**src/rtl/rom_bus_arbiter.sv**
```systemverilog
// Round-robin arbiter sharing the single-port instruction ROM.
// Sequences one strobed ROM read per grant, with withdraw abort and timeout.
module rom_bus_arbiter #(
  parameter int NUM_MASTERS = 4,
  parameter int ADDR_W      = 11,
  parameter int DATA_W      = 32,
  parameter int TIMEOUT     = 16
) (
  input  logic                          clk,
  input  logic                          reset,
  input  logic [NUM_MASTERS-1:0]        m_req_n,
  input  logic [NUM_MASTERS*ADDR_W-1:0] m_addr,
  output logic [NUM_MASTERS-1:0]        m_grnt_n,
  output logic [NUM_MASTERS-1:0]        m_rdy_n,
  output logic [DATA_W-1:0]             m_rd_data,
  output logic                          bus_err,
  output logic                          rom_cs_n,
  output logic                          rom_as_n,
  output logic [ADDR_W-1:0]             rom_addr,
  input  logic [DATA_W-1:0]             rom_rd_data,
  input  logic                          rom_rdy_n
);

  localparam int PW = (NUM_MASTERS > 1) ? $clog2(NUM_MASTERS) : 1;
  localparam int CW = (TIMEOUT > 1) ? $clog2(TIMEOUT) : 1;

  typedef enum logic [1:0] {
    IDLE,
    ACCESS,
    DONE
  } state_t;

  state_t        state;
  logic [PW-1:0] ptr;
  logic [PW-1:0] sel;
  logic [PW-1:0] win;
  logic [PW-1:0] nxt;
  logic [CW-1:0] cnt;
  logic          found;

  // First requester at or after ptr, wrapping around.
  always_comb begin
    found = 1'b0;
    win   = ptr;
    for (int k = 0; k < NUM_MASTERS; k++) begin
      if (!found && !m_req_n[(int'(ptr) + k) % NUM_MASTERS]) begin
        found = 1'b1;
        win   = PW'((int'(ptr) + k) % NUM_MASTERS);
      end
    end
  end

  assign nxt = (sel == PW'(NUM_MASTERS - 1)) ? '0 : sel + 1'b1;

  always_ff @(posedge clk) begin
    if (reset) begin
      state     <= IDLE;
      ptr       <= '0;
      sel       <= '0;
      cnt       <= '0;
      m_grnt_n  <= '1;
      m_rdy_n   <= '1;
      m_rd_data <= '0;
      bus_err   <= 1'b0;
      rom_cs_n  <= 1'b1;
      rom_as_n  <= 1'b1;
      rom_addr  <= '0;
    end else begin
      unique case (state)
        IDLE: begin
          if (found) begin
            sel      <= win;
            m_grnt_n <= ~(NUM_MASTERS'(1) << win);
            rom_cs_n <= 1'b0;
            rom_as_n <= 1'b0;
            rom_addr <= m_addr[win*ADDR_W +: ADDR_W];
            cnt      <= '0;
            state    <= ACCESS;
          end
        end
        ACCESS: begin
          rom_as_n <= 1'b1;
          // Ready beats a same-cycle withdraw; withdraw beats timeout.
          if (!rom_rdy_n) begin
            m_rd_data    <= rom_rd_data;
            m_rdy_n[sel] <= 1'b0;
            rom_cs_n     <= 1'b1;
            m_grnt_n     <= '1;
            state        <= DONE;
          end else if (m_req_n[sel]) begin
            rom_cs_n <= 1'b1;
            m_grnt_n <= '1;
            ptr      <= nxt;
            state    <= IDLE;
          end else if (cnt == CW'(TIMEOUT - 1)) begin
            m_rd_data    <= '0;
            m_rdy_n[sel] <= 1'b0;
            bus_err      <= 1'b1;
            rom_cs_n     <= 1'b1;
            m_grnt_n     <= '1;
            state        <= DONE;
          end else begin
            cnt <= cnt + 1'b1;
          end
        end
        DONE: begin
          m_rdy_n <= '1;
          bus_err <= 1'b0;
          ptr     <= nxt;
          state   <= IDLE;
        end
        default: state <= IDLE;
      endcase
    end
  end

endmodule
```
**config.mk**
```make
export PLATFORM = sky130hd
export DESIGN_NAME = rom_bus_arbiter
export DESIGN_NICKNAME = d
export VERILOG_FILES = /design/src/rtl/rom_bus_arbiter.sv
export SDC_FILE = /design/constraint.sdc
export NUM_CORES = 1
export LEC_CHECK = 0
export ABC_CLOCK_PERIOD_IN_PS = 2600
export CELL_PAD_IN_SITES_DETAIL_PLACEMENT = 1
export CELL_PAD_IN_SITES_GLOBAL_PLACEMENT = 1
export CORE_UTILIZATION = 31
export DETAILED_ROUTE_END_ITERATION = 10
export PLACE_DENSITY = 0.88
export SETUP_SLACK_MARGIN = 0.1
export SLEW_MARGIN = 10
export SYNTH_ARGS = -nofsm -noshare
export SYNTH_HDL_FRONTEND = slang
export SYNTH_SLANG_ARGS = --single-unit
export TNS_END_PERCENT = 30
```
**constraint.sdc**
```tcl
create_clock -name clk -period 2.6 [get_ports clk]
set_clock_uncertainty 0.1 [all_clocks]
set_input_delay 0.26 -clock clk [delete_from_list [all_inputs] [get_ports clk]]
set_output_delay 0.26 -clock clk [all_outputs]
set_load 0.01 [all_outputs]
```
# Yosys cells after proc, flatten, opt, wreduce, memory -nomap -nowiden
# Cells that the tools add are included.
[op_classes]
mul = 1
n_shift = 2
div_mod_pow = 0
add_sub_neg = 5
bitwise = 6
muxes = 57
n_lt_le_gt_ge = 6
n_reduce_logical = 24
eq_ne = 15
[op_table]
columns = ["op", "n"]
rows = [
  ["$mux 32", 3],
  ["$mux 4", 11],
  ["$shiftx 44x7->11", 1],
  ["$pmux 4 s2", 3],
  ["$mux 2", 10],
  ["$mux 1", 19],
  ["$ne 2x2->1 const B", 7],
  ["$lt 3x4->1 const B", 3],
  ["$reduce_and 3->1", 4],
  ["$bmux 1 s2", 5],
  ["$not 4->4", 2],
  ["$pmux 2 s2", 2],
  ["$lt 2x3->1 const B", 2],
  ["$mul 2x4->6 const B", 1],
  ["$ne 3x3->1 const B", 2],
  ["$pmux 1 s2", 3],
  ["$reduce_and 2->1", 3],
  ["$reduce_or 2->1", 3],
  ["$logic_not 1->1", 5],
  ["$reduce_and 5->1", 1],
  ["$add 2x1->2 const B", 2],
  ["$add 2x2->2 const B", 2],
  ["$add 4x1->4 const B", 1],
  ["$and 4x4->4", 1],
  ["other kinds (13)", 20],
]
[totals]
latchBits = 0
rom_bits = 0
wordCells = 127
output_inout_bits = 54
regBits = 64
in_bits = 83
ram_bits = 0
memories = 0

# Longest topological paths before layout
[depth]
depth_word = 19
ltp_mapped = 7
ltp_nobuf = 6

# Worst setup path before layout
# OpenSTA, ideal clock, no wires.
[synth_path]
kind = "register to register"
from = "register sel[0]"
to = "register m_grnt_n[3]"
setup_time_ps = 142
path_buffers = 0
t_arrival_ps = 1587
path_slack_ps = 770
stages_incl_launch_ff = 5
required_ps = 2358
period_less_slack_ps = 1830
cell_sequence = "dfxtp_1 > mux4_2 > or2_2 > a31oi_4 > o211ai_1"
[synth_via]
elab_chain_cells = 5
elab_cells_between_ends = 7
classes_between = "eq/ne: 1; mux: 5; reduce/logical: 1"
[synth_rtl]
columns = ["item", "line", "source"]
rows = [
  ["start, declared", "35", "logic [PW-1:0] sel;"],
  ["start signal, assigned", "72", "sel <= win;"],
  ["$bmux 1 s2 *", "90", "end else if (m_req_n[sel]) begin"],
  ["$mux 1 (implied by the code) *", "90", ""],
  ["$mux 4", "90", ""],
  ["$mux 4", "84", "if (!rom_rdy_n) begin"],
  ["$pmux 4 s2", "69", "unique case (state)"],
  ["end signal, assigned", "73", "m_grnt_n <= ~(NUM_MASTERS'(1) << win);"],
  ["end, declared", "13", "output logic [NUM_MASTERS-1:0] m_grnt_n,"],
]
# Every way passes the cells marked *; elsewhere a longest branch is shown, timed or not. The select of a mux whose other input is x is not followed.
# A chain may end at the register's enable or synchronous reset.

# Final worst setup path
[layout_path]
from = "input m_req_n[2]"
to = "register rom_addr[1]"
[layout_via]
elab_chain_cells = 14
elab_cells_between_ends = 29
classes_between = "mul: 1; shift: 1; mux: 18; reduce/logical: 9"
[layout_rtl]
columns = ["item", "line", "source"]
rows = [
  ["start, declared", "11", "input logic [NUM_MASTERS-1:0] m_req_n,"],
  ["$bmux 1 s2", "46", "if (!found && !m_req_n[(int'(ptr) + k) % NUM_MASTERS]) begin"],
  ["$mux 1 (implied by the code) (2 in series)", "46", ""],
  ["$logic_not 1->1", "46", ""],
  ["$logic_and 1x1->1", "46", ""],
  ["$mux 1", "46", ""],
  ["$logic_not 1->1", "46", ""],
  ["$logic_and 1x1->1", "46", ""],
  ["$mux 1", "46", ""],
  ["$logic_not 1->1", "46", ""],
  ["$logic_and 1x1->1", "46", ""],
  ["$mux 2", "46", ""],
  ["$mul 2x4->6", "76", "rom_addr <= m_addr[win*ADDR_W +: ADDR_W];"],
  ["$shiftx 44x7->11", "76", ""],
  ["end signal, assigned", "76", ""],
  ["end, declared", "19", "output logic [ADDR_W-1:0] rom_addr,"],
]
# Several ways; a longest one is shown, not always the timed one. The select of a mux whose other input is x is not followed.

==> impl_metrics.csv <==
group,metric,value,unit
run_status,status,"finished clean",
run,maxCapViolCount,0,
route,wl_per_cell,17.5,µm
cells_and_area,fin_nets,609,
clock_network,cts.repair.resized,0,
min_path,holdPathStages,2,
clock_network,clk_root_buffer_cell,"clkbuf_8",
synthesis,netlist_area,3290,µm²
synthesis,ys_seq_area_share,39.0,%
die,die_area,11000,µm²
synthesis,avgSynthCellArea,8.47,µm²
route,routed-via-count,3455,
min_path,hold_path.class,"in -> reg",
synthesis,yosys.area.top_type_share,39.0,%
timing,rsz0062_at_grt,"no",
setup_path,startpoint_type,"input pin",
synthesis,yosysTopAreaCell,"dfxtp_1",
placement,io_buffer_count,136,
timing,drv_slew,0,
placement,gp_congestion,0.764,
synthesis,synth_cell_types,47,
synthesis,ys_top_cells_by_area,"dfxtp_1 (39%), nand3b_1 (7.5%), nand2_1 (6.5%)",
global_route,grt-ovfl-total,0,
timing,fmax,0.446,GHz
setup_path,worstPathArrival,2.39,ns
setup_path,max_stage_delay,0.75,ns
power_and_ir_drop,leakage,1.81,nW
clock_network,hold_buffers,0,
cells_and_area,regArea,1280,µm²
setup_path,path_buf_inv,1,
cells_and_area,num_antenna_cells,0,
route,drt-vias-per-instance,5.26,
setup_path,cp_max_fo,12,
clock_network,tritoncts,"yes",
cells_and_area,final_cell_mix,"clkdlybuf4s50_1 (135), dfxtp_1 (64), nand2_1 (57)",
clock_network,clk_latency,0.33,ns
setup_path,cp_slowest_cell,"o211ai_1",
min_path,hold_end,"m_rd_data[20]",
setup_path,r2r_slack,0.41,ns
placement,postPlaceCellArea,4780,µm²
synthesis,synthesis.nets,480,
die,die_x,105,µm
timing,setup_tns,0,ns
setup_path,critPathKind,"in -> reg",
power_and_ir_drop,switchingPower,0.951,mW
cells_and_area,fillers,1209,
clock_network,path_clk_slew,0.08,ns
placement,dp_hpwl,8630,µm
synthesis,yosys_warnings,0,
setup_path,crit_path_cell_trace,"clkdlybuf4s50_1 -> nand4_1 -> o211ai_1 -> a221oi_1 -> a211oi_2",
setup_path,rr_worst_depth,4,
clock_network,cts_sinks,64,
route,wl,11500,µm
setup_path,critPathCaptureType,"flop",
route,postRouteAntennaNets,0,
setup_path,crit_family,"compound AO/OA/AOI/OAI gates",
cells_and_area,area_growth,51.1,%
cells_and_area,layout-drive-gt1-share,9.21,%
setup_path,reg2reg_from,"ptr[0]",
power_and_ir_drop,pwr-share-clk,28.0,%
global_route,grt_antenna_before_repair,0,
power_and_ir_drop,powerDensity,592,nW/µm²
power_and_ir_drop,power_frac_seq,39.5,%
power_and_ir_drop,p_int,1.99,mW
power_and_ir_drop,swShare,32.4,%
die,core_area,10300,µm²
die,fp-row-count,37,
global_route,grt_pass1_vias,3646,
clock_network,htree_levels,3,
synthesis,syn_inst,388,
global_route,track_usage,21.1,%
cells_and_area,final_common_cell,"clkdlybuf4s50_1",
clock_network,clock_path_buffers,2,
power_and_ir_drop,vdd_drop_max,246,µV
die,start_util,31.8,%
timing,hold_viol_final,0,
route,drc_errors,0,
timing,min_period_over_period,86.2,%
clock_network,post_cts_buffers,0,
power_and_ir_drop,power_frac_comb,32.5,%
die,io_pins,137,
setup_path,cp_data_required_time,2.75,ns
timing,max-slew-margin-rel,40.4,%
die,fp.dieH,105,µm
synthesis,ys_seq_elements,64,
route,dr.pass1.iters,4,
timing,worstMarginPinSlew,0.890,ns
cells_and_area,final_area,4970,µm²
timing,period_minus_slack,2.24,ns
clock_network,numCtsBuffers,9,
power_and_ir_drop,fin_total_pwr,2.94,mW
timing,setup_viol_count_final,0,
global_route,grt_start_max_net_pins,33,
route,first_iter_violations,203,
setup_path,r2r-end,"rom_addr[1]",
min_path,min_from,"reset",
global_route,grt_pass1_wl,18500,µm
cells_and_area,multi_input_area,1830,µm²
## state kept, by name (all words and copies together), names as in the netlist
signal	flops
rom_cs_n	1
state	2
sel	2
rom_addr	11
bus_err	1
m_rdy_n	4
rom_as_n	1
m_grnt_n	4
m_rd_data	32
cnt	4
ptr	2
## kinds of logic after synthesis
logic type	after synthesis	share of synthesized area [%]
adder cells (fa/ha/maj)	9	3.43
multiplexers	2	0.990
flip-flops	64	39.0
buffers and inverters	42	5.48
XOR/XNOR	2	0.533
AO/OA/AOI/OAI	122	26.8
AND/OR/NAND/NOR	147	23.8
## metrics by stage
step                hold WS [ns]  utilization (%)  cells  setup slack [ns]
detailed placement         0.346             46.3    642           0.00936
global placement           0.332             46.3    642             0.173
CTS                        0.332             48.1    657             0.355
finish                     0.329             48.1    657             0.360
global route               0.341             48.1    657             0.181
floorplan                  0.324                -    388             0.770
## Yosys cell counts (all sizes together)
master / n
nand3b: 33
a31oi: 1
mux4: 1
dfxtp: 64
a311oi: 1
nor2: 18
and3: 11
a21boi: 13
nand2b: 4
o21ba: 1
buf: 12
a22oi: 1
mux2i: 1
a222oi: 1
a21oi: 42
ha: 9
and2: 2
or3: 1
xnor2: 2
nand4: 4
a221o: 1
o2111ai: 1
inv: 12
or2: 2
a221oi: 12
o211ai: 11
o41ai: 4
o21ai: 14
a211oi: 13
nand2: 58
nor2b: 4
a21o: 2
a2bb2oi: 1
nand4b: 1
a211o: 3
nand3: 9
clkbuf: 18
## layout make-up
cell class | count | share of cell area, %
repair buffers | 148 | 29.4
flip-flops and latches | 64 | 25.8
clock buffers | 9 | 2.49
multi-input cells | 282 | 36.8
well taps | 136 | 3.43
inverters | 12 | 0.907
clock inverters | 6 | 1.23
## routing by layer
metal / track usage (%) / up-vias / wire length (µm)
met5: 0 / - / 0
met4: 9.46 / 0 / 320
met3: 3.24 / 24 / 329
met2: 37.4 / 88 / 5930
met1: 25.0 / 1686 / 4920
li1: - / 1657 / -
## worst max path at each step
stage                from           to  slack [ns]  cells past startpoint
6_report       m_req_n[2]  rom_addr[1]        0.36                      5
5_1_grt        m_req_n[2]  rom_addr[1]        0.18                      5
4_1_cts        m_req_n[2]   m_rdy_n[1]        0.35                      6
3_5_place_dp   m_req_n[2]  rom_addr[5]       0.009                      5
3_3_place_gp   m_req_n[2]  rom_addr[4]        0.17                      8
2_1_floorplan      sel[0]  m_grnt_n[3]        0.77                      4
## power by group through the flow
stage	clock network, mW	registers (mW)	logic, mW
finish	0.824	1.16	0.956
global route	0.898	1.18	1.04
detailed placement	0	1.18	0.948
global placement	0	1.18	0.909
floorplan	0	1.20	0.474
CTS	0.841	1.16	0.960
Note: power is estimated with default switching activity, not from simulation.
